**src/rtl/uart_rx_loader.sv**
```systemverilog
// uart_rx_loader: 8N1 UART receiver that streams a text string and a
// search pattern, one byte per 32-bit word, into data memory.
module uart_rx_loader #(
  parameter int CLKS_PER_BIT = 100,
  parameter int ADDR_W       = 10,
  parameter int STR_BASE     = 0,
  parameter int PAT_BASE     = 256
) (
  input  logic              clk,
  input  logic              reset,
  input  logic              Rx_Serial,
  output logic              mem_we,
  output logic [ADDR_W-1:0] mem_addr,
  output logic [31:0]       mem_wdata,
  output logic [15:0]       str_len,
  output logic [15:0]       pat_len,
  output logic              load_done,
  output logic              frame_err
);

  localparam int CW = $clog2(CLKS_PER_BIT);
  localparam logic [CW-1:0] FULL = CW'(CLKS_PER_BIT - 1);
  localparam logic [CW-1:0] HALF = CW'(CLKS_PER_BIT / 2 - 1);
  localparam logic [16:0] STR_MAX = 17'(PAT_BASE - STR_BASE);
  localparam logic [16:0] PAT_MAX = 17'((1 << ADDR_W) - PAT_BASE);
  localparam logic [ADDR_W-1:0] SB = ADDR_W'(STR_BASE);
  localparam logic [ADDR_W-1:0] PB = ADDR_W'(PAT_BASE);

  typedef enum logic [1:0] {IDLE, START, DATA, STOP} rx_state_t;
  typedef enum logic [1:0] {L_STR, L_PAT, L_DONE} ld_state_t;

  rx_state_t   state;
  ld_state_t   ld;
  logic        rx_m;
  logic        rx_s;
  logic [CW-1:0] cnt;
  logic [2:0]  idx;
  logic [7:0]  shreg;
  logic        byte_valid;

  // Good stop bit seen this cycle; shreg holds the complete byte.
  assign byte_valid = (state == STOP) && (cnt == FULL) && rx_s;

  always_ff @(posedge clk) begin
    if (reset) begin
      rx_m      <= 1'b1;
      rx_s      <= 1'b1;
      state     <= IDLE;
      cnt       <= '0;
      idx       <= '0;
      shreg     <= '0;
      frame_err <= 1'b0;
    end else begin
      rx_m <= Rx_Serial;
      rx_s <= rx_m;
      unique case (state)
        IDLE: begin
          if (!rx_s) begin
            cnt   <= '0;
            state <= START;
          end
        end
        START: begin
          if (cnt == HALF) begin
            if (rx_s) begin
              state <= IDLE;
            end else begin
              cnt   <= '0;
              idx   <= '0;
              state <= DATA;
            end
          end else begin
            cnt <= cnt + 1'b1;
          end
        end
        DATA: begin
          if (cnt == FULL) begin
            cnt        <= '0;
            shreg[idx] <= rx_s;
            if (idx == 3'd7) state <= STOP;
            else idx <= idx + 3'd1;
          end else begin
            cnt <= cnt + 1'b1;
          end
        end
        STOP: begin
          if (cnt == FULL) begin
            if (!rx_s) frame_err <= 1'b1;
            state <= IDLE;
          end else begin
            cnt <= cnt + 1'b1;
          end
        end
        default: state <= IDLE;
      endcase
    end
  end

  always_ff @(posedge clk) begin
    if (reset) begin
      ld        <= L_STR;
      mem_we    <= 1'b0;
      mem_addr  <= '0;
      mem_wdata <= '0;
      str_len   <= '0;
      pat_len   <= '0;
      load_done <= 1'b0;
    end else begin
      mem_we <= 1'b0;
      if (byte_valid) begin
        unique case (ld)
          L_STR: begin
            if (shreg == 8'h0A) begin
              ld <= L_PAT;
            end else if ({1'b0, str_len} < STR_MAX) begin
              mem_we    <= 1'b1;
              mem_addr  <= SB + str_len[ADDR_W-1:0];
              mem_wdata <= {24'b0, shreg};
              str_len   <= str_len + 16'd1;
            end
          end
          L_PAT: begin
            if (shreg == 8'h0A) begin
              ld        <= L_DONE;
              load_done <= 1'b1;
            end else if ({1'b0, pat_len} < PAT_MAX) begin
              mem_we    <= 1'b1;
              mem_addr  <= PB + pat_len[ADDR_W-1:0];
              mem_wdata <= {24'b0, shreg};
              pat_len   <= pat_len + 16'd1;
            end
          end
          default: ;
        endcase
      end
    end
  end

endmodule

```
**config.mk**
```make
export PLATFORM = sky130hd
export DESIGN_NAME = uart_rx_loader
export DESIGN_NICKNAME = d
export VERILOG_FILES = /design/src/rtl/uart_rx_loader.sv
export SDC_FILE = /design/constraint.sdc
export NUM_CORES = 1
export LEC_CHECK = 0
export BUFFER_PORTS_ARGS = -buffer_cell sky130_fd_sc_hd__buf_2
export CAP_MARGIN = 10
export CORE_UTILIZATION = 50
export CTS_CLUSTER_SIZE = 14
export DETAILED_ROUTE_END_ITERATION = 10
export GPL_TIMING_DRIVEN = 0
export HOLD_SLACK_MARGIN = 0.03
export PLACE_DENSITY = 0.73
export SLEW_MARGIN = 30
export SYNTH_ARGS = -nofsm -noshare
export SYNTH_HDL_FRONTEND = slang
export SYNTH_SLANG_ARGS = --single-unit
```
**constraint.sdc**
```tcl
create_clock -name clk -period 4.1 [get_ports clk]
set_clock_uncertainty 0.2 [all_clocks]
set_input_delay 0.615 -clock clk [delete_from_list [all_inputs] [get_ports clk]]
set_output_delay 0.615 -clock clk [all_outputs]
set_load 0.05 [all_outputs]
```
; Yosys cells after proc, flatten, opt, wreduce, memory -nomap -nowiden
; Index checks and enable logic that the tools add are counted.
[classes]
eq_ne = 22
div = 0
addsub = 5
n_bitwise = 3
magnitude_cmp = 4
shift = 0
n_mux = 38
reduce_logical = 17
mul = 0
[ops]
columns = op, count
row1 = $mux 32, 4
row2 = $pmux 32 s2, 1
row3 = $mux 10, 4
row4 = $add 16x1->16 const B, 2
row5 = $mux 7, 4
row6 = $pmux 7 s4, 1
row7 = $ne 2x2->1 const B, 13
row8 = $pmux 10 s2, 1
row9 = $lt 16x10->1 const B, 1
row10 = $lt 16x9->1 const B, 1
row11 = $mux 2, 8
row12 = $mux 3, 4
row13 = $reduce_and 4->1, 3
row14 = $add 9x10->10 const A, 1
row15 = $reduce_and 5->1, 2
row16 = $bwmux 8, 1
row17 = $eq 8x4->1 const B, 1
row18 = $pmux 2 s4, 1
row19 = $add 7x1->7 const B, 1
row20 = $eq 7x6->1 const B, 1
row21 = $eq 7x7->1 const B, 1
row22 = $pmux 3 s2, 1
row23 = $reduce_and 3->1, 2
row24 = $reduce_and 6->1, 1
row25 = 17 further kinds, 29
[word_totals]
in_bits = 3
latch_bits = 0
reg_bits = 101
rom_bits = 0
output_inout_bits = 77
word_cells = 103
n_memories = 0
ramBits = 0

; Depth between registers and ports, before layout
; Gate-level depths: netlist (run 1).
[depth]
ltp_word = 5
ltp_mapped = 8
mapped_depth_nobuf = 6

; Least setup slack after synthesis (run 1)
; Ideal clock, no wire load.
[synth_timing]
path_kind = reg2reg
startpoint = register pat_len[8]
endpoint = register pat_len[2]
path_slack_ns = 1.837
stages_incl_launch_ff = 6
arrival_time_ns = 1.942
setup_time_ns = 0.121
cell_sequence = dfxtp_1 > ha_1 > nor4_1 > nand4_1 > nor4b_1 > mux2_2
[synth_via]
elab_chain_len = 2
[synth_lines]
columns = item, line_no
row1 = start: declaration, 16  ; output logic [15:0] pat_len,
row2 = start signal: assignment, 130  ; pat_len <= pat_len + 16'd1;
row3 = $lt 16x10->1, 126  ; end else if ({1'b0, pat_len} < PAT_MAX) begin
row4 = $reduce_and 4->1 (no source line), --
; No other way between the ends.
; A chain may end at the register's enable or synchronous reset.

; Worst setup path after layout (run 1)
[layout_timing]
startpoint = register cnt[0]
endpoint = register str_len[3]
[layout_via]
elab_chain_len = 4
[layout_lines]
columns = item, line_no
row1 = start: declaration, 36  ; logic [CW-1:0] cnt;
row2 = start signal: assignment, 73  ; cnt <= cnt + 1'b1;
row3 = start signal: assignment, 83  ; cnt <= cnt + 1'b1;
row4 = start signal: assignment, 91  ; cnt <= cnt + 1'b1;
row5 = $eq 7x7->1, 42  ; assign byte_valid = (state == STOP) && (cnt == FULL) && rx_s;
row6 = $logic_and 1x1->1 (2 in a row), 42
row7 = $reduce_and 4->1 (no source line), --
row8 = end signal: assignment, 119  ; str_len <= str_len + 16'd1;
row9 = end: declaration, 15  ; output logic [15:0] str_len,
; No other way between the ends.

==> flow_metrics.py, run 1 <==
metrics = {
    "global_route": {
        "grt_max_degree": 16,
        "grt_antenna_before_repair": 0,
        "overflow": 0,
        "met3_usage_pct": 3.81,
        "top_usage_layer": "met2",
        "grt_util_all_layers_pct": 23.2,
        "grt_pass1_wl_mm": 15.4,
        "met1_usage_pct": 28.0,
        "grt_pass1_vias": 3338,
        "grtUsageMet2_pct": 40.3,
    },
    "place": {
        "dp_hpwl_mm": 6.51,
        "place_congestion": 0.843,
        "io_buffers": 54,
        "postPlaceCellArea_um2": 4350,
    },
    "synth": {
        "syn_area_per_cell_um2": 8.82,
        "synthFlopType": "dfxtp_1",
        "synth_top_area_share_pct": 39.8,
        "netlist_area_um2": 3870,
        "yosysTopAreaCell": "dfxtp_1",
        "ys_ff_latch": 77,
        "synthTopCellsByArea": "dfxtp_1, nor2b_1, mux2_2",
        "synth_seq_area_share_pct": 39.8,
        "synth_cell_types": 53,
        "synth-edff-count": 0,
        "async_flop_share_pct": 0,
        "postSynthCellCount": 439,
        "yosysWarnings": 0,
    },
    "critical_path": {
        "arrival_ns": 2.79,
        "cp-start-kind": "flop",
        "crit_type": "flop to flop",
        "endpoint_kind": "flop",
        "required_ns": 4.14,
        "path_max_fanout": 10,
    },
    "clocking": {
        "cts_buffer_depth": 2,
        "clk_latency_ns": 0.35,
        "cts_tree": "yes",
        "cts_root_buf": "clkbuf_8",
        "cts_inserted_buffers": 9,
        "postCtsSetupBuffers": 0,
        "cts_sinks": 77,
        "htree_levels": 3,
        "cts.clk_slew.worst_paths_ns": 0.09,
        "cts_hold_buffers": 0,
        "ctsResizeCount": 0,
    },
    "layout": {
        "fin_area_um2": 4530,
        "n_antenna_cell": 0,
        "drive_gt1_share_pct": 23.9,
        "area_growth_pct": 17.1,
        "finalNetCount": 537,
    },
    "floorplanning": {
        "die_w_um": 90.0,
        "num_rows": 31,
        "die_h_um": 90.0,
        "start_util_pct": 52.5,
        "ios": 80,
        "core-area_um2": 7370,
        "dieArea_um2": 8100,
    },
    "power": {
        "ir_drop_mv": 0.185,
        "p_leak_nw": 2.03,
        "p_per_area_nw_per_um2": 309,
    },
    "detailed_routing": {
        "ant_nets": 0,
        "wirelength_mm": 9.01,
        "wl_per_cell_um": 14.3,
        "viasPerCell": 5.45,
        "drt_iter0_markers": 100,
        "drtPass1Iterations": 4,
        "drc": 0,
        "num_vias": 3438,
    },
    "run_status": {
        "status": "finished clean",
    },
    "sta": {
        "worst_pin_slew_ns": 0.656,
        "final.min_clock_period_ns": 2.75,
        "setup_viol": 0,
        "holdWs_ns": 0.221,
        "slew_headroom_pct": 56.3,
        "max_freq_mhz": 363,
        "rsz0062_at_grt": "false",
        "slew_violations": 0,
        "fin_setup_tns_ns": 0,
        "fin_crit_sh_pct": 67.1,
        "hold_violations": 0,
    },
    "min_path": {
        "min_path_type": "flop to flop",
    },
    "run": {
        "drv_cap": 0,
    },
}
-- layout make-up --
type,count,area [µm²]
Fill cell,674,2840
Multi-Input combinational cell,327,2090
Sequential cell,77,1540
Buffer,48,290
Timing Repair Buffer,54,270
Clock buffer,9,124
Tap cell,99,124
Clock inverter,7,57.6
Inverter,10,37.5
-- stage by stage --
step / setup slack [ns] / std cells / total power, mW / utilization, %
final: 1.35 / 631 / 1.40 / 61.5
after global routing: 1.19 / 631 / 1.45 / 61.5
after CTS: 1.41 / 631 / 1.41 / 61.5
after detailed placement: 1.45 / 615 / 0.875 / 59.0
after global placement: 1.49 / 615 / 0.875 / 59.0
after floorplan: 1.84 / 462 / 0.863 / -
-- flip-flops by register name, summed over array words and instances, names as in the netlist, named ones only --
signal	cells
pat_len	16
frame_err	1
state	1
mem_addr	10
mem_wdata	8
rx_s	1
idx	3
load_done	1
str_len	16
rx_m	1
mem_we	1
shreg	8
ld	2
cnt	7
-- power by group --
part           total, mW  internal (mW)  leakage [nW]  switching [mW]
clock              0.542          0.228        0.0881           0.314
combinational      0.107         0.0258          1.32          0.0813
sequential         0.752          0.749         0.621         0.00260
-- cells in the mapped netlist, types with 5 or more instances --
master,number
inv_1,9
dfxtp_1,77
nor2_1,22
mux2_2,21
o31ai_1,5
a21oi_1,21
and3_1,7
nor2b_1,38
nand3_1,16
nand2_1,49
buf_4,24
nand4_1,14
ha_1,7
mux2i_1,19
nor4_1,15
clkbuf_1,15
nor3_1,8
-- path summary, 6_finish.rpt --
| kind | startpoint | to | slack (ns) | depth (start not counted) |
|---|---|---|---|---|
| worst min-delay path | rx_m | rx_s | 0.22 | 1 |
| worst max register to register | cnt[0] | str_len[3] | 1.35 | 7 |
| worst max-delay path | cnt[0] | str_len[3] | 1.35 | 7 |
| worst min register to register | rx_m | rx_s | 0.22 | 1 |
-- metal layers --
layer	wire length, µm	vias up
met3	435	16
met1	3970	1629
met2	4440	102
met4	172	0
li1	-	1691
met5	0	-
-- kinds of logic (layout without fill, tap and decap cells) --
| kind of cell | count (synthesis) | count (layout) | share of synthesized area (%) |
|---|---|---|---|
| simple gates | 201 | 201 | 28.6 |
| flops | 77 | 77 | 39.8 |
| buf+inv | 58 | 128 | 8.47 |
| compound gates | 52 | 52 | 8.89 |
| mux | 42 | 42 | 11.6 |
| fa+ha+maj | 7 | 7 | 2.26 |
| other cells | 1 | 24 | 0.0969 |
| xor+xnor | 1 | 1 | 0.226 |
-- cells in the final DEF (no fill, tap or decap), types with 5 or more instances in the layout --
master,count
buf_2,58
nand4_1,14
clkbuf_8,9
nand3_1,16
dfxtp_1,77
o31ai_1,5
clkbuf_1,15
nor2_1,22
conb_1,24
nor4_1,15
buf_4,24
nand2_1,49
nor3_1,8
mux2i_1,19
nor2b_1,38
and3_1,7
a21oi_1,21
inv_1,9
mux2_2,21
ha_1,7
-- worst max-delay path: stages, from the launching register on --
cell and delay [ns]:
dfxtp_1 0.46, ha_1 0.32, and3b_1 0.19, clkbuf_1 0.31, nand2_2 0.17, buf_2 0.24
nor4_1 0.38, mux2_2 0.38
No activity file was read; power rests on OpenSTA's default activity.
==> run 2: changes to the inputs <==
CORE_UTILIZATION = 49   (was 50)
PLACE_DENSITY = 0.74   (was 0.73)
clock period = 2.2 ns   (was 4.1 ns; I/O delays follow)
==> flow_metrics.py, run 2 (synthesis results as in run 1) <==
metrics = {
    "power": {
        "p_per_area_nw_per_um2": 540,
        "p_leak_nw": 2.09,
        "power_mw": 2.55,
        "ir_drop_mv": 0.331,
    },
    "floorplanning": {
        "die_w_um": 90.9,
        "core-area_um2": 7690,
        "start_util_pct": 50.3,
        "num_rows": 32,
        "ios": 80,
        "die_h_um": 90.9,
        "dieArea_um2": 8260,
    },
    "min_path": {
        "hold_end": "rx_s",
        "min_path_cells": 1,
        "min_path_type": "flop to flop",
        "hp-start": "rx_m",
    },
    "layout": {
        "area_growth_pct": 22.1,
        "finalNetCount": 543,
        "drive_gt1_share_pct": 28.1,
        "final_common_cell": "dfxtp_1",
        "most-common-layout-cells": "dfxtp_1, buf_2, nand2_1",
        "instances_no_fill": 639,
        "n_antenna_cell": 0,
        "largestRegisters": "pat_len x16, str_len x16, mem_addr x10",
    },
    "global_route": {
        "grt_pass1_wl_mm": 15.4,
        "grt_util_all_layers_pct": 23.2,
        "grt_max_degree": 14,
        "grt_pass1_vias": 3218,
        "grt_antenna_before_repair": 0,
        "overflow": 0,
    },
    "critical_path": {
        "crit_path_max_incr_delay_ns": 0.39,
        "crit_type": "flop to flop",
        "cp_slowest_cell": "dfxtp_4",
        "arrival_ns": 2.18,
        "path_max_fanout": 10,
        "worstPathCellList": "ha_4 > and3b_1 > buf_4 > nand2_4 > buf_6 > nor4_4 > mux2_2",
        "r2r_cells": 7,
        "cp_top_family": "simple AND/OR/NAND/NOR gates",
        "r2r_start": "cnt[0]",
        "endpoint_kind": "flop",
        "reg2reg_slack_ns": 0.07,
        "cp-start-kind": "flop",
        "worstReg2RegEnd": "pat_len[8]",
        "worst-path-buf-inv": 2,
        "required_ns": 2.25,
    },
    "clocking": {
        "cts.clk_slew.worst_paths_ns": 0.08,
        "htree_levels": 3,
        "cts_tree": "yes",
        "cts_buffer_depth": 2,
        "cts_root_buf": "clkbuf_8",
        "clk_latency_ns": 0.36,
        "cts_sinks": 77,
        "cts_inserted_buffers": 9,
    },
    "detailed_routing": {
        "drc": 0,
        "num_vias": 3498,
        "ant_nets": 0,
        "wl_per_cell_um": 14.6,
        "wirelength_mm": 9.35,
        "drt_iter0_markers": 134,
        "drtPass1Iterations": 5,
        "viasPerCell": 5.47,
    },
    "sta": {
        "fin_crit_sh_pct": 97.0,
        "slew_headroom_pct": 61.9,
        "final.min_clock_period_ns": 2.13,
        "max_freq_mhz": 469,
        "slew_violations": 0,
        "worst_pin_slew_ns": 0.572,
        "rsz0062_at_grt": "true",
        "hold_violations": 0,
        "setup_viol": 0,
        "holdWs_ns": 0.229,
    },
    "run": {
        "drv_cap": 0,
    },
    "place": {
        "dp_cells": 618,
        "place_congestion": 0.866,
        "dp_hpwl_mm": 6.55,
        "io_buffers": 54,
    },
    "run_status": {
        "status": "finished clean",
    },
}
-- run 2: cell types whose count changed in the layout (fill, tap and decap cells not counted), moves of 2 or more --
cell	delta
nor4_4	+2
dfxtp_1	-4
nor4_2	+9
nor4b_1	-2
clkinvlp_4	-2
dfxtp_2	+3
nor4b_2	+2
nor4_1	-11
buf_4	+5
buf_2	-2
-- run 2: layer usage --
metal	share of wire, %	track usage (%)	wire [µm]
met1	44	29.3	4100
met4	2.1	11.0	196
met5	0	0	0
met2	50	39.3	4640
met3	4.4	2.95	415
-- run 2: power by group --
group          internal (mW)  switching, mW
clock                  0.408          0.537
combinational         0.0505          0.154
sequential              1.40        0.00562
-- run 2: final cells by class --
class / count / area (µm²)
Clock buffer: 10 / 128
Timing Repair Buffer: 60 / 330
Buffer: 48 / 304
Clock inverter: 5 / 36.3
Tap cell: 102 / 128
Inverter: 10 / 37.5
Fill cell: 693 / 2960
Multi-Input combinational cell: 327 / 2210
Sequential cell: 77 / 1550
-- run 2: worst max path at each step --
stage	start	end	slack [ns]	depth (start not counted)
floorplan	cnt[0]	pat_len[8]	0.02	7
global placement	cnt[0]	str_len[4]	-0.28	7
detailed placement	cnt[0]	pat_len[9]	-0.40	7
CTS	cnt[0]	str_len[5]	-0.02	7
global route	pat_len[8]	mem_wdata[7]	-0.009	7
finish	cnt[0]	pat_len[8]	0.07	7
-- run 2: through the flow --
stage | setup slack (ns) | util (%) | cell area [µm²] | TNS, ns
after CTS | -0.0177 | 60.6 | 4660 | -0.0439
final | 0.0670 | 61.5 | 4730 | 0
after global routing | -0.00900 | 61.5 | 4730 | -0.0156
after global placement | -0.283 | 56.7 | 4360 | -5.25
after detailed placement | -0.401 | 56.7 | 4360 | -8.19
after floorplan | 0.0178 | - | 3960 | 0
-- run 2: repair_timing --
item / CTS / global route
setup buffers: 4 / 1
resized for setup: 17 / 13
endpoints found under the setup margin: 42 / 35
hold buffers: 1 / 0
endpoints found under the hold margin: 1 / 0
pin swaps: 3 / 0
